File: config.mk
export PLATFORM = sky130hd
export DESIGN_NAME = fetch_stage
export DESIGN_NICKNAME = d
export VERILOG_FILES = /design/src/rtl/fetch_stage.sv
export SDC_FILE = /design/constraint.sdc
export NUM_CORES = 1
export LEC_CHECK = 0
export BUFFER_PORTS_ARGS = -buffer_cell sky130_fd_sc_hd__buf_2
export CORE_MARGIN = 10
export CORE_UTILIZATION = 55
export CTS_CLUSTER_DIAMETER = 150
export DETAILED_ROUTE_END_ITERATION = 12
export PLACE_DENSITY = 0.89
export SYNTH_ARGS = -nofsm -noshare
export SYNTH_HDL_FRONTEND = slang
export SYNTH_SLANG_ARGS = --single-unit
File: constraint.sdc
create_clock -name clk -period 2 [get_ports clk]
set_input_delay 0.1 -clock clk [delete_from_list [all_inputs] [get_ports clk]]
set_output_delay 0.1 -clock clk [all_outputs]
set_load 0.1 [all_outputs]
File: src/rtl/fetch_stage.sv
// Instruction fetch stage with IF/ID register and single-outstanding imem handshake.
// Optional performance counters enabled by defining IF_PERF_CNT_EN.
module fetch_stage #(
   parameter logic [31:0] RESET_PC  = 32'h0000_0000,
   parameter logic [31:0] NOP_INSTR = 32'h0000_0013
) (
   input  logic        clk,
   input  logic        reset,
   output logic        imem_req,
   output logic [31:0] imem_addr,
   input  logic [31:0] imem_rdata,
   input  logic        imem_valid,
   input  logic        stall_id,
   input  logic        redirect_valid,
   input  logic [31:0] redirect_pc,
   output logic        ifid_valid,
   output logic [31:0] ifid_pc,
   output logic [31:0] ifid_instr,
   output logic [6:0]  ifid_opcode
`ifdef IF_PERF_CNT_EN
   ,
   output logic [31:0] perf_fetch_cnt,
   output logic [31:0] perf_bubble_cnt
`endif
);

   typedef enum logic [1:0] {
      S_FETCH,
      S_HOLD,
      S_DROP
   } state_t;

   state_t      r_state;
   logic [31:0] r_pc;
   logic [31:0] r_drop_addr;
   logic [31:0] r_skid;
   logic [31:0] r_skid_pc;
   logic        r_ifid_valid;
   logic [31:0] r_ifid_pc;
   logic [31:0] r_ifid_instr;

   logic [31:0] w_pc_inc;
   logic [31:0] w_redir_pc;
   logic [31:0] w_reset_pc;
   logic        w_load;

   assign w_pc_inc   = r_pc + 32'd4;
   assign w_redir_pc = redirect_pc & 32'hFFFF_FFFC;
   assign w_reset_pc = RESET_PC & 32'hFFFF_FFFC;

   // IF/ID receives a real instruction on this edge
   assign w_load = !reset && !redirect_valid && !stall_id &&
                   ((r_state == S_FETCH && imem_valid) ||
                    r_state == S_HOLD);

   always_ff @(posedge clk) begin
      if (reset) begin
         r_state      <= S_FETCH;
         r_pc         <= w_reset_pc;
         r_drop_addr  <= 32'd0;
         r_skid       <= NOP_INSTR;
         r_skid_pc    <= 32'd0;
         r_ifid_valid <= 1'b0;
         r_ifid_pc    <= 32'd0;
         r_ifid_instr <= NOP_INSTR;
      end else if (redirect_valid) begin
         r_pc         <= w_redir_pc;
         r_ifid_valid <= 1'b0;
         r_skid       <= NOP_INSTR;
         unique case (r_state)
            S_FETCH: begin
               // unanswered request must complete at its old address
               if (!imem_valid) begin
                  r_state     <= S_DROP;
                  r_drop_addr <= r_pc;
               end
            end
            S_HOLD: r_state <= S_FETCH;
            default: begin
               if (imem_valid) r_state <= S_FETCH;
            end
         endcase
      end else begin
         unique case (r_state)
            S_FETCH: begin
               if (imem_valid) begin
                  r_pc <= w_pc_inc;
                  if (stall_id) begin
                     r_skid    <= imem_rdata;
                     r_skid_pc <= r_pc;
                     r_state   <= S_HOLD;
                  end else begin
                     r_ifid_valid <= 1'b1;
                     r_ifid_pc    <= r_pc;
                     r_ifid_instr <= imem_rdata;
                  end
               end else if (!stall_id) begin
                  r_ifid_valid <= 1'b0;
               end
            end
            S_HOLD: begin
               if (!stall_id) begin
                  r_ifid_valid <= 1'b1;
                  r_ifid_pc    <= r_skid_pc;
                  r_ifid_instr <= r_skid;
                  r_state      <= S_FETCH;
               end
            end
            default: begin
               r_ifid_valid <= 1'b0;
               if (imem_valid) r_state <= S_FETCH;
            end
         endcase
      end
   end

   assign imem_req    = !reset && (r_state != S_HOLD);
   assign imem_addr   = (r_state == S_DROP) ? r_drop_addr : r_pc;
   assign ifid_valid  = r_ifid_valid;
   assign ifid_pc     = r_ifid_pc;
   assign ifid_instr  = r_ifid_valid ? r_ifid_instr : NOP_INSTR;
   assign ifid_opcode = r_ifid_valid ? r_ifid_instr[6:0] : 7'b0;

`ifdef IF_PERF_CNT_EN
   logic [31:0] r_fetch_cnt;
   logic [31:0] r_bubble_cnt;

   // a bubble is an edge where decode is ready but IF/ID gets no instruction
   always_ff @(posedge clk) begin
      if (reset) begin
         r_fetch_cnt  <= 32'd0;
         r_bubble_cnt <= 32'd0;
      end else begin
         if (w_load) r_fetch_cnt <= r_fetch_cnt + 32'd1;
         if (!stall_id && !w_load) r_bubble_cnt <= r_bubble_cnt + 32'd1;
      end
   end

   assign perf_fetch_cnt  = r_fetch_cnt;
   assign perf_bubble_cnt = r_bubble_cnt;
`endif

endmodule

==> results of run 1 <==
metal layers:
metal	wire length [um]	GRT usage	part of all wire
met4	2260	0.140	0.073
met2	14600	0.424	0.47
met5	13	0	0.00042
met1	10700	0.281	0.35
met3	3180	0.0792	0.10
cells by family after synthesis:
family,after synthesis,share of synthesized area
compound gates,205,0.153
mux,89,0.108
other cells,1,0.000436
simple gates,425,0.228
buf+inv,121,0.0631
xor+xnor,11,0.0112
flops,187,0.435
fa+ha+maj,1,0.00145
flip-flops by register name, summed over array words and instances, names as in the netlist:
signal	cells
r_drop_addr	30
r_skid_pc	30
ifid_pc	30
ifid_valid	1
r_skid	32
r_pc	30
r_state	2
r_ifid_instr	32
what timing repair did:
action | in CTS | in global routing
endpoints found under the hold margin | 61 | 0
hold buffers | 59 | 0
cloned | 3 | 0
pin swaps | 0 | 3
resized for setup | 83 | 76
endpoints found under the setup margin | 29 | 49
setup buffers | 4 | 5
cell usage after synthesis (2+ instances only):
master | number | area (um2)
nand2_1 | 205 | 769
dfxtp_1 | 187 | 3740
nor2_1 | 96 | 360
a21oi_1 | 95 | 475
a211oi_1 | 70 | 526
clkbuf_1 | 65 | 244
mux2i_1 | 62 | 621
and2_1 | 34 | 213
buf_2 | 29 | 145
mux2_2 | 27 | 304
nand3_1 | 14 | 70.1
a311oi_1 | 13 | 114
nand4_1 | 12 | 75.1
or4_1 | 12 | 90.1
buf_4 | 9 | 67.6
o31ai_1 | 9 | 67.6
xnor2_1 | 9 | 78.8
inv_1 | 8 | 30.0
and4_1 | 7 | 61.3
nor3_1 | 7 | 35.0
nor4_1 | 7 | 43.8
o21ai_0 | 7 | 35.0
and3_1 | 6 | 37.5
buf_1 | 5 | 18.8
nor2b_1 | 5 | 31.3
or3_1 | 5 | 31.3
a2111oi_0 | 4 | 35.0
nand2b_1 | 4 | 25.0
a211o_1 | 3 | 26.3
clkbuf_2 | 3 | 15.0
nor3b_1 | 3 | 22.5
buf_6 | 2 | 22.5
nand4_2 | 2 | 25.0
xor2_1 | 2 | 17.5
how the worst min path moves through the flow:
stage	to	slack [ns]	depth (start not counted)
final	r_pc[28]	0.04	5
after global routing	r_pc[21]	0.02	3
after CTS	r_pc[21]	0.0001	3
after detailed placement	r_skid[4]	0.33	3
after global placement	r_skid[4]	0.32	3
after floorplan	r_skid[0]	0.22	2
power groups by stage:
| stage | registers, mW | logic [mW] | clock network, mW |
|---|---|---|---|
| 3_3_place_gp | 4.09 | 1.68 | 0 |
| 5_1_grt | 4.04 | 2.20 | 3.54 |
| 3_5_place_dp | 4.10 | 1.70 | 0 |
| 2_1_floorplan | 4.28 | 1.09 | 0 |
| 4_1_cts | 4.01 | 1.93 | 3.37 |
| 6_report | 4.04 | 2.11 | 3.37 |
per-stage QoR:
| stage | hold slack [ns] | setup slack [ns] | instances | utilization |
|---|---|---|---|---|
| finish | 0.0360 | -0.232 | 1473 | 0.768 |
| global route | 0.0215 | -0.238 | 1473 | 0.768 |
| CTS | 0.0000963 | -0.0296 | 1465 | 0.746 |
| detailed placement | 0.330 | 0.143 | 1367 | 0.643 |
| global placement | 0.325 | 0.208 | 1367 | 0.643 |
| floorplan | 0.224 | -0.438 | 1043 | - |
critical path: stages (launching register included):
cell and delay [ns]:
dfxtp_4 0.35, buf_4 0.16, nand4bb_4 0.32, or2_4 0.35
o41ai_1 0.70, a311oi_2 0.20
area by class of cell:
cell class	instances	area (um2)
repair buffers	297	2560
clock inverters	11	118
inverters	8	30.0
multi-input cells	735	4530
clock buffers	21	460
fillers	890	3540
diodes	3	7.51
flip-flops and latches	187	3760
well taps	211	264
==> out/metrics.yaml, run 1 <==
period_share: 1.12
synth_seq_cells: 187
skew_ns: 0.0119
routed_wirelength_mm: 30.8
yosys.cell_types.count: 46
combPwrFrac: 0.221
crit_fanout: 7
post-route-drc-count: 0
status: "finished, violations left"
final_hold_viol_count: 0
start_kind: "flop"
rows: 45
relSlewSlack: 0.484
fin_nets: 1316
p_leak_nw: 4.96
violations: "negative setup slack"
endpoint: "r_pc[17]"
netlist_instances: 1040
wl_per_cell_um: 20.9
fin_total_pwr_mw: 9.52
cp.arrival_ns: 2.51
insertion_delay_ns: 0.44
gp_congestion: 0.899
numClockSinks: 187
powerDensity_nw_per_um2: 812
pwr-share-clk: 0.355
rsz0062_at_grt: "yes"
grt_pass1_vias: 8450
hpwl_mm: 16.3
cts-root-buf: "clkbuf_16"
cts_tree: "done"
intPower_mw: 6.51
grt_pass1_wl_mm: 44.4
grt-ovfl-total: 0
synth_area_per_cell_um2: 8.27
final_cell_mix: "205 x nand2_1, 183 x dfxtp_1, 134 x buf_2"
layout.cells.most_common: "nand2_1"
cts_max_path_buffers: 2
grtUsageTotal: 0.253
fmax_mhz: 448
max_cap_viol_count: 0
r2r-start: "r_state[0]"
min-delay-start: "redirect_pc[28]"
clk_pin_slew_ns: 0.07
slew_violations: 0
power_frac_seq: 0.424
setup.worst_path.start: "r_state[0]"
finalSetupViolCount: 23
tns_ns: -0.917
cp-end-kind: "flop"
drtIter0Drc: 1077
start_util: 0.564
numCtsBuffers: 17
dr_total_vias: 9015
synthArstFlopShare: 0
synth-seq-area-share: 0.435
fin_crit_ns: 2.23
synth_edf_count: 0
grt_max_degree: 67
ir_drop_v: 0.000997
ff2ff_path_depth: 5
ant_nets: 0
core_area_um2: 15300
p_sw_mw: 3.01
die_x_um: 145
fin_ws_ns: -0.232
firstDrtPassIters: 7
sw_frac_of_total: 0.316
dpl-instance-area_um2: 9820
r2r-end: "r_pc[17]"
cts-htree-levels: 4
stdcell_area_um2: 11700
criticalPathCategory: "reg -> reg"
ioPinCount: 174
cp.required_ns: 2.28
vias_per_cell: 6.12
antenna_found_initial: 4
area_delta_synth_final_pct: 36.3
worstHoldPathType: "in -> reg"
drive_gt1_frac: 0.259
netlist_area_um2: 8600
tightest_slew_ns: 0.764
reg2reg_slack_ns: -0.23
die-area_um2: 21000
synth_ff_type: "dfxtp_1"
yosysWarnings: 0
port_buffers: 167
die_y_um: 145
No activity file was read; power rests on OpenSTA's default activity.
==> run 2: changes to the inputs <==
--- a/config.mk
+++ b/config.mk
@@ -7,10 +7,11 @@
 export LEC_CHECK = 0
 export BUFFER_PORTS_ARGS = -buffer_cell sky130_fd_sc_hd__buf_2
 export CORE_MARGIN = 10
-export CORE_UTILIZATION = 55
+export CORE_UTILIZATION = 35
 export CTS_CLUSTER_DIAMETER = 150
 export DETAILED_ROUTE_END_ITERATION = 12
-export PLACE_DENSITY = 0.89
+export PLACE_DENSITY = 0.64
+export SKIP_CTS_REPAIR_TIMING = 1
 export SYNTH_ARGS = -nofsm -noshare
 export SYNTH_HDL_FRONTEND = slang
 export SYNTH_SLANG_ARGS = --single-unit
==> constraint.sdc (replaced) <==
create_clock -name clk -period 2 [get_ports clk]
set_input_delay 0.2 -clock clk [delete_from_list [all_inputs] [get_ports clk]]
set_output_delay 0.2 -clock clk [all_outputs]
set_load 0.1 [all_outputs]
==> out/metrics.yaml, run 2 (synthesis results as in run 1) <==
finalSetupViolCount: 26  # +13%
cp.required_ns: 1.80  # -0.48 ns
min-delay-start: "imem_rdata[0]"
grt-ovfl-total: 0  # unchanged
grt_pass1_wl_mm: 39.3  # -11%
numCtsBuffers: 17  # unchanged
place_inst: 1483  # +8.5%
post-route-util: 0.468  # -0.300
antenna_found_initial: 1  # -3
fin_ws_ns: -0.0490  # +0.183 ns
grtUsageTotal: 0.155  # -0.0985
layout.cells.most_common: "nand2_1"
final_cell_mix: "205 x nand2_1, 183 x dfxtp_1, 135 x buf_2"
wl_per_cell_um: 16.6  # -21%
routed_wirelength_mm: 25.4  # -18%
p_leak_nw: 4.76  # -4.1%
multi_input_area_um2: 4500  # -0.64%
vias_per_cell: 5.05  # -17%
die_x_um: 177  # +22%
slew_violations: 0  # unchanged
dr_total_vias: 7740  # -14%
dp_slack_ns: 0.0480  # -0.0949 ns
tightest_slew_ns: 0.650  # -0.113 ns
numClockSinks: 187  # unchanged
rsz0062_at_grt: "yes"
cts-root-buf: "clkbuf_16"
violations: "negative setup slack"
layout_top_registers: "r_ifid_instr: 32 flops, r_skid: 32 flops"
ff2ff_path_depth: 6  # +1
setup.worst_path.start: "r_state[0]"
crit_fanout: 6  # -1
fin_cells: 1532  # +4.0%
cts-htree-levels: 4  # unchanged
max_cap_viol_count: 0  # unchanged
drive_gt1_frac: 0.267  # +0.00784
reg2reg_slack_ns: 0.11  # +0.34 ns
insertion_delay_ns: 0.42  # -0.02 ns
powerDensity_nw_per_um2: 820  # +1.0%
period_share: 1.02  # -0.0913
holdWs_ns: 0.0156  # -0.0203 ns
hold_depth: 3  # -2
die-area_um2: 31200  # +49%
fin_crit_ns: 2.05  # -0.183 ns
hold_end: "r_skid[0]"
cts_max_path_buffers: 2  # unchanged
port_buffers: 167  # unchanged
core_area_um2: 24200  # +59%
status: "finished, violations left"
grt_max_degree: 71  # +6.0%
worstHoldPathType: "in -> reg"
rows: 57  # +27%
ioPinCount: 174  # unchanged
drtIter0Drc: 575  # -47%
start_kind: "flop"
cp-end-kind: "output port"
firstDrtPassIters: 4  # -3
ir_drop_v: 0.000528  # -47%
gp_congestion: 0.809  # -10%
hpwl_mm: 17.5  # +7.3%
post-route-drc-count: 0  # unchanged
regArea_um2: 3750  # -0.13%
cts_tree: "done"
ant_nets: 0  # unchanged
fmax_mhz: 488  # +8.9%
r2r-start: "r_pc[3]"
start_util: 0.355  # -0.209
num-fill-cells: 2367  # +170%
relSlewSlack: 0.567  # +0.0822
r2r-end: "r_pc[30]"
die_y_um: 177  # +22%
cp.arrival_ns: 1.85  # -0.66 ns
grt_pass1_vias: 7291  # -14%
clk_pin_slew_ns: 0.07  # about the same
area_delta_synth_final_pct: 32.1
criticalPathCategory: "reg -> out"
skew_ns: 0.00951  # -0.00237 ns
fin_nets: 1264  # -4.0%
final_hold_viol_count: 0  # unchanged
-- run 2: cell types whose count changed in the layout (fill, tap and decap cells not counted), sizes merged --
cell         before  now
clkbuf           22   23
buf             237  242
clkinvlp          2    3
inv              10   14
bufinv            2    1
dlygate4sd3      59    0
clkinv            5    2
diode             3    1
-- run 2: how the worst max path moves through the flow --
stage	to	cells after the start
2_1_floorplan	imem_addr[27]	5
6_report	imem_addr[20]	6
3_3_place_gp	r_pc[30]	6
4_1_cts	imem_addr[29]	5
3_5_place_dp	r_pc[30]	6
5_1_grt	imem_addr[20]	6
-- run 2: through the flow --
step | cell area [um2] | power [mW] | setup TNS [ns]
4_1_cts | 11000 | 9.32 | -3.35
3_5_place_dp | 10500 | 6.01 | 0
6_report | 11400 | 9.31 | -0.694
2_1_floorplan | 8660 | 5.38 | -0.520
3_3_place_gp | 10500 | 6.00 | 0
5_1_grt | 11400 | 9.71 | -1.81
-- run 2: final cells by class --
type	instances	share of cell area
sequential	187	0.330
clock inverter	12	0.0117
timing repair buffer	245	0.185
tap	324	0.0357
clock buffer	20	0.0384
inverter	8	0.00264
multi-input combinational	735	0.396
antenna	1	0.000220
-- run 2: layer usage --
metal / GRT usage / routed length (um)
met5: 0 / 0
met4: 0.0420 / 298
met3: 0.0373 / 1540
met2: 0.258 / 12500
met1: 0.195 / 11100
-- run 2: power breakdown --
group / internal, mW / leakage, nW / total, mW / switching, mW
clock network: 1.76 / 0.267 / 3.31 / 1.55
registers: 3.88 / 1.53 / 4.00 / 0.120
logic: 0.674 / 2.96 / 2.00 / 1.32
total: 6.32 / 4.76 / 9.31 / 2.99
-- run 2: worst max-delay path, stage by stage, from the launching register on --
cell	delay (ns)
dfxtp_4	0.34
buf_6	0.13
nor2b_4	0.12
buf_12	0.16
clkbuf_16	0.17
mux2_4	0.33
buf_12	0.17
